===== src/rtl/mem_port_arbiter.sv =====
// rtl/mem_port_arbiter.sv - two-master to single memory port arbiter with in-order response routing
//
// Optional feature macro: MEM_ARB_BURST_EN
//   defined   : on a tie the last-granted master keeps the port for up to BURST_MAX beats
//   undefined : on a tie the master that did not win last time is granted (strict alternation)
//
// Ports
//   clk, rst                      : single clock, synchronous active-high reset
//   m0_*/m1_* req,addr,we,be,wdata: master request channel, held until gnt
//   m0_*/m1_* gnt                 : beat accepted by memory for that master
//   m0_*/m1_* rvalid,err,rdata    : response routed back to the owning master
//   mem_req,addr,we,be,wdata      : request to memory (muxed from the winner)
//   mem_gnt                       : memory accepts the current beat
//   mem_rvalid,err,rdata          : memory response, in acceptance order
module mem_port_arbiter #(
    parameter int DATA_WIDTH = 32,
    parameter int ADDR_WIDTH = 32,
    parameter int BURST_MAX  = 4
) (
    input  logic                    clk,
    input  logic                    rst,
    input  logic                    m0_req,
    input  logic [ADDR_WIDTH-1:0]   m0_addr,
    input  logic                    m0_we,
    input  logic [DATA_WIDTH/8-1:0] m0_be,
    input  logic [DATA_WIDTH-1:0]   m0_wdata,
    output logic                    m0_gnt,
    output logic                    m0_rvalid,
    output logic                    m0_err,
    output logic [DATA_WIDTH-1:0]   m0_rdata,
    input  logic                    m1_req,
    input  logic [ADDR_WIDTH-1:0]   m1_addr,
    input  logic                    m1_we,
    input  logic [DATA_WIDTH/8-1:0] m1_be,
    input  logic [DATA_WIDTH-1:0]   m1_wdata,
    output logic                    m1_gnt,
    output logic                    m1_rvalid,
    output logic                    m1_err,
    output logic [DATA_WIDTH-1:0]   m1_rdata,
    output logic                    mem_req,
    output logic [ADDR_WIDTH-1:0]   mem_addr,
    output logic                    mem_we,
    output logic [DATA_WIDTH/8-1:0] mem_be,
    output logic [DATA_WIDTH-1:0]   mem_wdata,
    input  logic                    mem_gnt,
    input  logic                    mem_rvalid,
    input  logic                    mem_err,
    input  logic [DATA_WIDTH-1:0]   mem_rdata
);

    if (DATA_WIDTH % 8 != 0) begin : g_bad_data_width
        $error("DATA_WIDTH must be a multiple of 8");
    end
    if (BURST_MAX < 1 || BURST_MAX > 15) begin : g_bad_burst_max
        $error("BURST_MAX must be in 1..15");
    end

    // Owner FIFO: two entries of master id, one per outstanding beat.
    logic [1:0] owner_q;
    logic       wr_ptr_q, rd_ptr_q;
    logic [1:0] count_q, count_d;
    logic       last_q;

    logic any_req, tie_win, win, head, fifo_empty, fifo_full;
    logic pop, push, stall, resp_ok;

    assign any_req    = m0_req | m1_req;
    assign fifo_empty = (count_q == 2'd0);
    assign fifo_full  = (count_q == 2'd2);
    assign head       = owner_q[rd_ptr_q];

    // A pop frees a slot in the same cycle, so a full FIFO only stalls without one.
    assign pop     = mem_rvalid & ~fifo_empty & ~rst;
    assign stall   = fifo_full & ~pop;
    assign mem_req = any_req & ~stall & ~rst;
    assign push    = mem_req & mem_gnt;

`ifdef MEM_ARB_BURST_EN
    localparam logic [3:0] BURST_MAX_C = 4'(BURST_MAX);
    logic [3:0] cnt_q, cnt_d;

    // cnt_q == 0 means no burst owner yet (fresh from reset), so the tie goes to
    // the master opposite last_q, which makes master 0 win the first tie.
    assign tie_win = (cnt_q != 4'd0 && cnt_q < BURST_MAX_C) ? last_q : ~last_q;

    always_comb begin
        cnt_d = cnt_q;
        if (push) begin
            if (win != last_q) begin
                cnt_d = 4'd1;
            end else if (cnt_q < BURST_MAX_C) begin
                cnt_d = cnt_q + 4'd1;
            end
        end
    end

    always_ff @(posedge clk) begin
        if (rst) begin
            cnt_q <= 4'd0;
        end else begin
            cnt_q <= cnt_d;
        end
    end
`else
    assign tie_win = ~last_q;
`endif

    // With a single requester m1_req alone decides; with none the value is irrelevant.
    assign win = (m0_req & m1_req) ? tie_win : m1_req;

    assign mem_addr  = any_req ? (win ? m1_addr  : m0_addr)  : '0;
    assign mem_we    = any_req ? (win ? m1_we    : m0_we)    : 1'b0;
    assign mem_be    = any_req ? (win ? m1_be    : m0_be)    : '0;
    assign mem_wdata = any_req ? (win ? m1_wdata : m0_wdata) : '0;

    assign m0_gnt = push & ~win;
    assign m1_gnt = push &  win;

    assign resp_ok   = ~rst & ~fifo_empty;
    assign m0_rvalid = resp_ok & mem_rvalid & ~head;
    assign m1_rvalid = resp_ok & mem_rvalid &  head;
    assign m0_err    = resp_ok & mem_rvalid & mem_err & ~head;
    assign m1_err    = resp_ok & mem_rvalid & mem_err &  head;
    assign m0_rdata  = (resp_ok & ~head) ? mem_rdata : '0;
    assign m1_rdata  = (resp_ok &  head) ? mem_rdata : '0;

    always_comb begin
        count_d = count_q;
        case ({push, pop})
            2'b10:   count_d = count_q + 2'd1;
            2'b01:   count_d = count_q - 2'd1;
            default: count_d = count_q;
        endcase
    end

    always_ff @(posedge clk) begin
        if (rst) begin
            owner_q  <= 2'b00;
            wr_ptr_q <= 1'b0;
            rd_ptr_q <= 1'b0;
            count_q  <= 2'd0;
            last_q   <= 1'b1;
        end else begin
            count_q <= count_d;
            if (push) begin
                owner_q[wr_ptr_q] <= win;
                wr_ptr_q          <= ~wr_ptr_q;
                last_q            <= win;
            end
            if (pop) begin
                rd_ptr_q <= ~rd_ptr_q;
            end
        end
    end

endmodule


===== config.mk =====
export PLATFORM = sky130hd
export DESIGN_NAME = mem_port_arbiter
export DESIGN_NICKNAME = d
export VERILOG_FILES = /design/src/rtl/mem_port_arbiter.sv
export SDC_FILE = /design/constraint.sdc
export NUM_CORES = 1
export LEC_CHECK = 0
export CAP_MARGIN = 25
export CORE_AREA = 2 2 123 125
export DETAILED_ROUTE_END_ITERATION = 8
export DIE_AREA = 0 0 125 127
export GPL_TIMING_DRIVEN = 0
export PLACE_DENSITY = 0.6
export SETUP_SLACK_MARGIN = 0.2
export SLEW_MARGIN = 20
export SYNTH_ARGS = -nofsm -noshare
export SYNTH_HDL_FRONTEND = slang
export SYNTH_SLANG_ARGS = --single-unit

===== constraint.sdc =====
create_clock -name clk -period 2.24 [get_ports clk]
set_input_delay 0.336 -clock clk [delete_from_list [all_inputs] [get_ports clk]]
set_output_delay 0.336 -clock clk [all_outputs]
set_load 0.02 [all_outputs]

==> results_dict.tcl <==
set metrics [dict create \
    synth_compound_area_share_pct 23.1 \
    power.density_nw_per_um2 291 \
    static-leakage-power_nw 2.40 \
    tritoncts_num_sinks 7 \
    track_usage_pct 14.5 \
    power.switching_mw 0.584 \
    setup_viol_count_final 0 \
    synthDominantAreaCellType "nand2_1" \
    vias_per_cell 3.98 \
    slew_worst_pin_ns 0.451 \
    cell_internal_pwr_mw 0.917 \
    status "completed" \
    crit-reg2reg-launch "count_q[0]$_SDFFE_PP0P_" \
    worstSetupStartpointType "flip-flop" \
    totalWireLength_mm 12.6 \
    grt_pass1_wl_mm 18.6 \
    synth-seq-area-share_pct 7.55 \
    fin_nets 860 \
    chipWidth_um 125 \
    post_synth_and_or_nand_nor_area_fraction_pct 58.3 \
    achievable-frequency_ghz 0.487 \
    place_inst 849 \
    route.vias.total 3441 \
    grt_start_max_net_pins 11 \
    hp-class "in -> reg" \
    hold_viol 0 \
    end_kind "output pin" \
    synth_flop_cell "dfxtp_1" \
    ir_drop_mv 0.192 \
    cts_buffers 3 \
    synth.area.mux_share_pct 1.62 \
    worstSkewPairLatency_ns 0.23 \
    placement_rows 44 \
    final.setup_skew_ns 0.000227 \
    endpoint "m0_rdata[11]" \
    synth-edff-count 0 \
    antenna_violating_nets_post_route 0 \
    critPathMaxFanout 5 \
    clock_power_share_pct 20.1 \
    yosysMostFrequentCell "nand2_1" \
    root_buffer "clkbuf_16" \
    cp_data_arrival_time_ns 1.72 \
    clock_path_buffers 2 \
    cts_tree "built" \
    max-cap-violations 0 \
    post_synth_inst_count 350 \
    slew_viol_final 0 \
    finalCritPeriodShare_pct 91.7 \
    core_um2 14400 \
    synthArstFlopShare_pct 0 \
    critical_path.reg2reg.endpoint "count_q[1]$_SDFFE_PP0P_" \
    cp-startpoint "rd_ptr_q$_SDFFE_PP0P_" \
    hpwlAfterDp_mm 10.2 \
    r2r_setup_slack_ns 0.38 \
    sequentialPowerShare_pct 9.8 \
    areaGrowthSynthToFinish_pct 178 \
    placed_cell_area_um2 5240 \
    post_cts_hold_buffer_count 0 \
    initialDrtViolationCount 173 \
    yosysWarningCount 0 \
    number_of_h_tree_levels 1 \
    avgSynthCellArea_um2 5.30 \
    die_h_um 127 \
    synth_fp_nets 528 \
    power.share.switching_pct 38.9 \
    grt_overflow 0 \
    detail_route.drc_violations 0 \
    num_io_pins 317 \
    final_estimated_routing_congestion_in_global_placement 0.823 \
    synth_common_cells "nand2_1 (142), o21ai_0 (71), and2_1 (33), and2_2 (32), clkbuf_1 (16)" \
    n_antenna_cell 0 \
    fin_tns_setup_ns 0 \
    via_count_of_the_first_global_routing_pass 3327 \
    synthDominantCellAreaShare_pct 28.7 \
    rsz_0062_raised_after_global_routing "true" \
    power.combinational.fraction_pct 70.1 \
    nFillCells 1595 \
    post_drt_wl_per_cell_um 14.5 \
    synth_xor_xnor_area_share_pct 0.944 \
    fin_area_um2 5170 \
    antenna_violations_before_repair 0 \
    worstRegToRegCells 5 \
    die_area_um2 15900 \
    buffer_ports.inserted 315 \
    synth.area.top_cells "nand2_1 (29%), o21ai_0 (19%), and2_2 (13%), and2_1 (11%), dfxtp_1 (7.6%)" \
    worst_ep_required_time_ns 1.90 \
    timing.final.crit_period_ns 2.05 \
    postSynthRegisterBits 7 \
    post_synth_instance_area_um2 1860 \
    clkTransAtPathRegs_ns 0.03 \
    largest_family_of_logic_cells_by_synthesized_area "simple AND/OR/NAND/NOR gates" \
    synth_fa_ha_area_share_pct 0.674 \
    layout-drive-gt1-share_pct 30.4 \
    floorplan.initialDensity_pct 12.9 \
    synthDistinctLibCells 32 \
    power_mw 1.50 \
    max-slew-margin-rel_pct 70.0 \
    layout.cells.non_filler 865 \
    detail_route.first_pass.iterations 4 \
    path_class "reg -> out" \
]
-- per-stage QoR --
step | util (%) | worst slack (ns) | hold slack (ns)
2_1_floorplan | - | 0.469 | 0.405
3_3_place_gp | 36.3 | -0.822 | 0.452
3_5_place_dp | 36.3 | -0.841 | 0.454
4_1_cts | 37.8 | 0.170 | 0.472
5_1_grt | 35.8 | 0.0877 | 0.499
6_report | 35.8 | 0.186 | 0.474
-- cell type report --
class | instances | area (um^2) | share of cell area, %
clock buffers | 4 | 78.8 | 1.53
inverters | 3 | 11.3 | 0.218
flip-flops and latches | 7 | 146 | 2.83
multi-input cells | 311 | 1630 | 31.6
well taps | 184 | 230 | 4.46
repair buffers | 327 | 2840 | 54.9
plain buffers | 29 | 230 | 4.46
-- power groups by stage --
| stage | Clock (mW) | Combinational [mW] | Sequential, mW |
|---|---|---|---|
| 6_report | 0.302 | 1.05 | 0.147 |
| 5_1_grt | 0.319 | 1.13 | 0.149 |
| 4_1_cts | 0.307 | 1.07 | 0.147 |
| 3_5_place_dp | 0 | 1.10 | 0.144 |
| 3_3_place_gp | 0 | 1.11 | 0.144 |
| 2_1_floorplan | 0 | 0.424 | 0.142 |
-- worst min path at each step --
stage                     cells past startpoint               startpoint                       to
after global placement                        2  owner_q[1]$_SDFFE_PP0P_  owner_q[1]$_SDFFE_PP0P_
after floorplan                               1                      rst  count_q[1]$_SDFFE_PP0P_
after CTS                                     2                      rst    rd_ptr_q$_SDFFE_PP0P_
final                                         2                      rst    rd_ptr_q$_SDFFE_PP0P_
after global routing                          2                      rst    rd_ptr_q$_SDFFE_PP0P_
after detailed placement                      2  owner_q[1]$_SDFFE_PP0P_  owner_q[1]$_SDFFE_PP0P_
-- cell families (layout without fill, tap and decap cells) --
group | Yosys count | after routing
buffers and inverters | 32 | 363
and+or+nand+nor | 224 | 224
adders and majority gates | 1 | 1
xor gates and xnor gates | 2 | 2
DFF | 7 | 7
AOI/OAI and AO/OA | 81 | 81
muxes | 3 | 3
-- sequential cells by signal, summed over array words and instances (netlist names) --
name,flops
count_q,2
wr_ptr_q,1
rd_ptr_q,1
last_q,1
owner_q,2
-- cell usage in the layout, fill, tap and decap left out, types with 2 or more instances in the layout --
cell type	netlist	final
o21ai_0	71	68
o21ai_1	0	3
clkdlybuf4s15_1	0	12
clkbuf_8	0	6
and2_2	32	32
clkdlybuf4s15_2	0	19
clkbuf_16	0	3
buf_2	7	31
mux2i_1	3	2
and2_1	33	31
nor2_1	6	5
buf_4	3	27
o31ai_1	2	2
buf_6	0	10
inv_1	3	3
nand2_1	142	141
clkbuf_4	0	6
dlygate4sd2_1	0	10
clkbuf_1	16	6
and2_4	0	2
clkdlybuf4s50_1	0	173
a21oi_1	3	3
dfxtp_1	7	4
dfxtp_2	0	2
clkbuf_2	3	55
-- worst max-delay path: stages, from the launching register on --
cell and delay, ns:
dfxtp_4 0.35, mux2i_4 0.27, nor2b_4 0.20, buf_4 0.13, buf_4 0.10, clkbuf_4 0.15, and2_1 0.13, buf_4 0.14
-- per-layer routing --
| layer | part of all wire (%) | vias to the layer above | routed length, um | GRT usage (%) |
|---|---|---|---|---|
| met3 | 5.1 | 9 | 635 | 2.18 |
| met2 | 50 | 125 | 6260 | 25.0 |
| met4 | 0.81 | 0 | 102 | 2.22 |
| li1 | - | 1789 | - | - |
| met1 | 44 | 1518 | 5570 | 19.5 |
| met5 | 0 | - | 0 | 0 |
-- what timing repair did --
item                                    in CTS  in global routing
endpoints found under the setup margin     141                122
pin swaps                                    1                  0
buffers inserted                             9                  1
cloned                                       2                  0
resized for setup                          386                194
Power figures use the tool's default switching activity.
